File: src/rtl/alu_issue_ctrl.sv
// Operand-fetch / issue sequencer for the registered ALU: reads operands from a
// local register file, drives the ALU, captures result/flags and writes back.
//
// state     | meaning
// ----------+-------------------------------------------------------------
// S_IDLE    | ready for a request; operands fetched on accept
// S_ISSUE   | alu_ctrl/in_1/in_2 stable, ALU samples at end of cycle
// S_CAPTURE | alu_rslt/alu_checks valid; write-back and flags at edge
// S_RETIRE  | done (and err on rejected op) high for this cycle only
module alu_issue_ctrl #(
  parameter int RF_AW  = 4,
  parameter int MAX_OP = 23
) (
  input  logic             iss_clk,
  input  logic             iss_rst_n,
  input  logic             req_valid,
  output logic             req_ready,
  input  logic [5:0]       req_op,
  input  logic [RF_AW-1:0] req_rs1,
  input  logic [RF_AW-1:0] req_rs2,
  input  logic [RF_AW-1:0] req_rd,
  output logic [5:0]       alu_ctrl,
  output logic [31:0]      in_1,
  output logic [31:0]      in_2,
  input  logic [31:0]      alu_rslt,
  input  logic [3:0]       alu_checks,
  output logic             done,
  output logic             err,
  output logic [31:0]      wb_data,
  output logic [3:0]       flags_q,
  input  logic [RF_AW-1:0] dbg_addr,
  output logic [31:0]      dbg_data
);

  localparam int NREG = 1 << RF_AW;

  typedef enum logic [1:0] {
    S_IDLE,
    S_ISSUE,
    S_CAPTURE,
    S_RETIRE
  } state_t;

  state_t           state_q;
  state_t           state_d;
  logic [31:0]      rf [NREG];
  logic [RF_AW-1:0] rd_q;
  logic             op_legal;

  assign op_legal = (req_op <= 6'(MAX_OP));
  // rf[0] is never written, so it reads as zero everywhere without a mux
  assign dbg_data = rf[dbg_addr];

  always_ff @(posedge iss_clk or negedge iss_rst_n) begin
    if (!iss_rst_n) begin
      state_q <= S_IDLE;
    end else begin
      state_q <= state_d;
    end
  end

  always_comb begin
    state_d   = state_q;
    req_ready = 1'b0;
    case (state_q)
      S_IDLE: begin
        req_ready = 1'b1;
        if (req_valid) begin
          state_d = op_legal ? S_ISSUE : S_RETIRE;
        end
      end
      S_ISSUE:   state_d = S_CAPTURE;
      S_CAPTURE: state_d = S_RETIRE;
      S_RETIRE:  state_d = S_IDLE;
      default:   state_d = S_IDLE;
    endcase
  end

  always_ff @(posedge iss_clk or negedge iss_rst_n) begin
    if (!iss_rst_n) begin
      for (int i = 0; i < NREG; i++) begin
        rf[i] <= '0;
      end
      rd_q     <= '0;
      alu_ctrl <= '0;
      in_1     <= '0;
      in_2     <= '0;
      flags_q  <= '0;
      done     <= 1'b0;
      err      <= 1'b0;
      wb_data  <= '0;
    end else begin
      done <= 1'b0;
      err  <= 1'b0;
      case (state_q)
        S_IDLE: begin
          if (req_valid) begin
            in_1 <= rf[req_rs1];
            in_2 <= rf[req_rs2];
            rd_q <= req_rd;
            if (op_legal) begin
              alu_ctrl <= req_op;
            end else begin
              // rejected op retires on the next cycle with no ALU activity
              done    <= 1'b1;
              err     <= 1'b1;
              wb_data <= '0;
            end
          end
        end
        S_CAPTURE: begin
          if (rd_q != '0) begin
            rf[rd_q] <= alu_rslt;
          end
          flags_q <= alu_checks;
          wb_data <= alu_rslt;
          done    <= 1'b1;
        end
        default: ;
      endcase
    end
  end

endmodule

File: config.mk
export PLATFORM = sky130hd
export DESIGN_NAME = alu_issue_ctrl
export DESIGN_NICKNAME = d
export VERILOG_FILES = /design/src/rtl/alu_issue_ctrl.sv
export SDC_FILE = /design/constraint.sdc
export NUM_CORES = 1
export LEC_CHECK = 0
export BUFFER_PORTS_ARGS = -buffer_cell sky130_fd_sc_hd__buf_4
export CAP_MARGIN = 30
export CORE_ASPECT_RATIO = 1.4
export CORE_UTILIZATION = 35
export DETAILED_ROUTE_END_ITERATION = 7
export SKIP_LAST_GASP = 1
export SYNTH_ARGS = -nofsm -noshare
export SYNTH_HDL_FRONTEND = slang
export SYNTH_SLANG_ARGS = --single-unit
File: constraint.sdc
create_clock -name iss_clk -period 2.55 [get_ports iss_clk]
set_clock_uncertainty 0.2 [all_clocks]
set_input_delay 0.255 -clock iss_clk [delete_from_list [all_inputs] [get_ports iss_clk]]
set_output_delay 0.255 -clock iss_clk [all_outputs]
set_load 0.1 [all_outputs]
# Word level (Yosys, flattened, before mapping)
# Index checks and enable logic that the tools add are counted.
# W data, S select, Z words.
[classes] n_bitwise=4 n_lt_le_gt_ge=6 reduce_logical=8 n_eq_ne=5 n_mux=23
[ops] operator="$bwmux W512" n=1
[ops] operator="$bmux W32 S4" n=3
[ops] operator="$mux W32" n=9
[ops] operator="$demux W32 S4" n=1
[ops] operator="$pmux W32 S2" n=1
[ops] operator="$ge A5 B5 Y1 const B" n=4
[ops] operator="$not A4 Y5" n=4
[ops] operator="$pmux W2 S4" n=1
[ops] operator="$le A6 B5 Y1 const B" n=1
[ops] operator="$reduce_and A3 Y1" n=2
[ops] operator="$lt A5 B1 Y1 const B" n=1
[ops] operator="$eq A2 B2 Y1 const B" n=2
[ops] operator="$mux W1" n=4
[ops] operator="$mux W2" n=2
[ops] operator="$ne A2 B2 Y1 const B" n=2
[ops] operator="$reduce_and A2 Y1" n=2
[ops] operator="$reduce_bool A4 Y1" n=1
[ops] operator="$eq A2 B1 Y1 const B" n=1
[ops] operator="$logic_not A2 Y1" n=1
[ops] operator="$pmux W1 S2" n=1
[ops] operator="$reduce_bool A2 Y1" n=1
[ops] operator="$logic_and A1 B1 Y1" n=1
[totals] in_bits=61 out_inout_bits=141 regBits=626 wordCells=71

# Longest topological paths before layout
[depth] word_depth=6 mapped_depth=8 ltp_nobuf=6

# Worst setup path after synthesis
# Ideal clock, no wire load.
[synth_timing] path_type="reg2reg" startpoint="register state_q[0]" endpoint="register wb_data[10]" path_slack_ns=-0.150 required_ns=2.267 t_arrival_ns=2.417 period_less_slack_ns=2.700 path_stages_with_launch=8 path_cell_list="dfrtp_1 -> inv_1 -> ha_1 -> nand2_1 -> o22ai_2 -> clkbuf_1 -> nand3_1 -> o21ai_0"
[synth_via] elab_chain_cells=3 elab_cells_between_ends=7 classes_between="eq/ne (3); mux (1); reduce/logical (3)"
[synth_rtl] element="start, declared" line_no="44" source="state_t state_q;"
[synth_rtl] element="start signal, assigned" line_no="58" source="state_q <= state_d;"
[synth_rtl] element="$eq A2 B2 Y1 or $logic_not A2 Y1 (tied branches)" line_no="95" source="case (state_q)"
[synth_rtl] element="$reduce_bool A2 Y1 (no line) or $ne A2 B2 Y1 (tied branches)"
[synth_rtl] element="$reduce_and A3 Y1 (no line)"
[synth_rtl] element="end signal, assigned" line_no="116" source="wb_data <= alu_rslt;"
[synth_rtl] element="end, declared" line_no="29" source="output logic [31:0] wb_data,"
# Parallel ways exist; a longest one is shown, timed or not.
# A chain may end at the register's enable or synchronous reset.

# Worst setup path after layout
[layout_timing] startpoint="register rf[30] (netlist name)" endpoint="output port dbg_data[30]"
[layout_via] elab_chain_cells=3
[layout_rtl] element="start, declared" line_no="46" source="logic [31:0] rf [NREG];"
[layout_rtl] element="start signal, assigned by index" line_no="113" source="rf[rd_q] <= alu_rslt;"
[layout_rtl] element="$bmux W32 S4" line_no="52" source="assign dbg_data = rf[dbg_addr];"
[layout_rtl] element="$mux W32 (implied by the code) (2 in series)" line_no="52"
[layout_rtl] element="end, declared" line_no="32" source="output logic [31:0] dbg_data"
# Every way passes these cells. The select of a mux whose other input is x is not followed.

==> results by group <==
Routing
  – DRT Wirelength: 127 mm
  – Vias per Instance: 5.82
  – 1st-iter DRT viols: 2310
  – Residual DRC: 0
  – Wirelength per Cell: 27.2 um
  – Drt pass-1 iters: 5
  – Post-route ant nets: 0
  – Vias post-DR: 27100

Die
  – Starting density of the core: 35.4%
  – Die Area: 102000 um2
  – Core box area: 99800 um2
  – Num ports: 202
  – Die Ht: 378 um
  – Row count: 137
  – Die Wd: 270 um

Synthesis
  – Largest family of logic cells by synthesized area: multiplexers
  – Share of the synthesized area in the top cell type: 44.4%
  – Register bit total from synthesis: 626
  – Post-synthesis compound-gate area fraction: 5.13%
  – Fraction of the mapped netlist area in simple logic gates: 5.81%
  – FFs w/ async S/R, synth: 100%
  – Post-synth cell types: 29
  – Synthesized instance count: 2869
  – Post-synthesis xor/xnor area fraction: 0%
  – Net Count, Synth: 2932
  – Post-synth EDFFs: 0
  – Yosys warns: 0
  – Area leader, netlist: dfrtp_1
  – Sequential share of the synthesized area: 44.4%
  – Adder-cell share of the synthesized area: 0.0709%
  – Mux share of post-synthesis cell area: 40.5%
  – Dominant synthesized flop cell: dfrtp_1
  – Leading cell type by number of instances after synthesis: dfrtp_1
  – Mean post-synth cell area: 12.3 um2
  – Most frequent cells after synthesis: dfrtp_1 (626), mux2i_1 (512), mux2_2 (358)
  – Area contributors post-synth: dfrtp_1 (44%), mux2i_1 (15%), mux2_2 (11%), mux4_2 (10%), mux2_1 (4.3%)
  – Netlist Area Pre-Place: 35300 um2

Status
  – Outcome: complete, but fails checks
  – Failing checks: setup timing

Global routing
  – Pin count of the biggest net entering global routing: 72
  – Initial antenna violation count: 1
  – Grt ovf: 0
  – Number of global-route vias before repair: 27800
  – GRT Total Usage: 24.8%
  – Global-route wire length before repair: 188 mm

Timing
  – Tmin final: 2.82 ns
  – Rel. slew slack: 44.0%
  – Hold Fails Final Rpt: 0
  – Final worst-path cycle share: 111%
  – Fmax: 354 MHz
  – Fin. max-slew vios: 0
  – Slew @ Worst Pin: 0.840 ns
  – Final setup vio count: 32
  – Final WS setup: -0.274 ns
  – RSZ-0062 raised after global routing: true

Job
  – Max-Cap Viols: 0

Final layout
  – Fill count: 9230
  – NumNets Final: 3345
  – Fin area: 44500 um2
  – Layout cell share with drive strength beyond 1: 37.2%
  – Final core area utilization: 44.6%
  – Synth-to-Final Area Change: 26.1%

Setup path
  – WS Path Type: flop to output pin
  – Worst endpoint required time: 2.10 ns
  – Critical Path AT: 2.37 ns
  – Worst setup EP type: output pin
  – Worst Path Max Fanout: 4
  – CP Launch Type: flop

Power and ir drop
  – VDD IR max: 0.733 mV
  – Pwr per Cell Area: 1240 nW/um2
  – Pleak: 20.2 nW

Place
  – Placer Congestion: 0.831
  – Placed cell area: 39400 um2
  – IO Port Bufs: 201
  – Final HPWL DP: 75.9 mm
  – Dpl ws: 0.0603 ns

Clock network
  – CTS tree: yes
  – CTS Buf Count: 71
  – Clock Path Buffers: 3
  – Latest clock arrival within the worst-skew pair: 0.65 ns
  – CTS root buf: clkbuf_16
  – Clock transition at path regs: 0.06 ns
  – H-tree depth: 3
  – Sink Count: 626

Hold path
  – Worst hold path class: primary input to flop
[final cells by class]
type / instances / area [um2] / area share [%]
inverter: 35 / 131 / 0.295
antenna: 1 / 2.50 / 0.00562
clock buffer: 102 / 2110 / 4.74
tap: 1320 / 1650 / 3.71
clock inverter: 24 / 313 / 0.703
multi-input combinational: 1916 / 18300 / 41.2
timing repair buffer: 632 / 6290 / 14.1
sequential: 626 / 15700 / 35.2
[placed cells by master, fill, tap and decap left out, drive strengths merged]
cell	instances
buf	577
nand2	194
nor2b	4
clkinv	12
or4	2
bufinv	6
ha	2
o21ai	38
a21oi	129
mux4	160
dlygate4sd3	55
nand2b	2
nor4	1
o22ai	1
nor2	12
clkbuf	102
and2	3
nand3	228
mux2	493
clkinvlp	4
dfrtp	626
mux2i	512
inv	37
or3	3
diode	1
nand3b	4
a22oi	128
[sequential cells by signal (all words and copies together) (netlist names), 2 cells and up]
| name | flops |
|---|---|
| rd_q | 4 |
| wb_data | 32 |
| in_2 | 32 |
| flags_q | 4 |
| in_1 | 32 |
| state_q | 2 |
| rf | 512 |
| alu_ctrl | 6 |
[metal layers]
| metal | track usage (%) | vias to the layer above | routed length, um |
|---|---|---|---|
| met2 | 40.9 | 1185 | 60600 |
| met5 | 0 | - | 33 |
| met1 | 31.3 | 14100 | 51300 |
| met3 | 4.39 | 336 | 8280 |
| met4 | 12.0 | 4 | 6530 |
| li1 | - | 11500 | - |
[what timing repair did]
action / 4_1_cts / 5_1_grt
buffers inserted: 187 / 35
resized for setup: 88 / 5
endpoints found under the hold margin: 1095 / 0
hold buffers: 56 / 0
setup endpoints to repair: 32 / 32
[stage by stage]
step	power, mW	setup TNS [ns]	hold WS, ns	instances
floorplan	34.1	0	-0.241	2869
detailed placement	41.0	0	0.0758	4251
global route	57.7	-6.96	0.0805	4655
finish	55.3	-5.84	0.0725	4656
CTS	54.9	-7.09	0.0348	4620
global placement	40.7	0	0.0828	4251
[where the power goes]
part | total [mW] | internal [mW] | switching, mW | leakage (nW)
combinational | 26.1 | 11.3 | 14.9 | 11.2
clock | 10.8 | 6.37 | 4.42 | 1.19
sequential | 18.4 | 14.2 | 4.14 | 7.86
[worst max-delay path, cell delays in order, from the launching register on]
cell and delay, ns:
dfrtp_1 0.42, mux4_2 0.49, mux4_2 0.58, buf_6 0.23
[logic make-up (layout without fill, tap and decap cells)]
group | after synthesis | after routing
multiplexers | 1165 | 1165
flip-flops | 626 | 626
AND/OR/NAND/NOR | 453 | 453
buffers and inverters | 327 | 793
AO/OA/AOI/OAI | 296 | 296
adder cells (fa/ha/maj) | 2 | 2
other | 0 | 1
[path summary, 6_finish.rpt]
check / end / cells after the start / slack (ns) / from
max in group asynchronous: rf[293]$_DFFE_PN0P_ / 5 / 0.88 / iss_rst_n
worst min-delay path: in_1[19]$_DFFE_PN0P_ / 6 / 0.07 / req_rs1[0]
worst min register to register: rf[481]$_DFFE_PN0P_ / 0 / 0.22 / rf[481]$_DFFE_PN0P_
worst max register to register: rf[364]$_DFFE_PN0P_ / 6 / 0.13 / state_q[0]$_DFFE_PN0P_
worst max-delay path: dbg_data[30] / 3 / -0.27 / rf[30]$_DFFE_PN0P_
min in group asynchronous: in_2[14]$_DFFE_PN0P_ / 3 / 0.51 / iss_rst_n
Note: power is estimated with default switching activity, not from simulation.
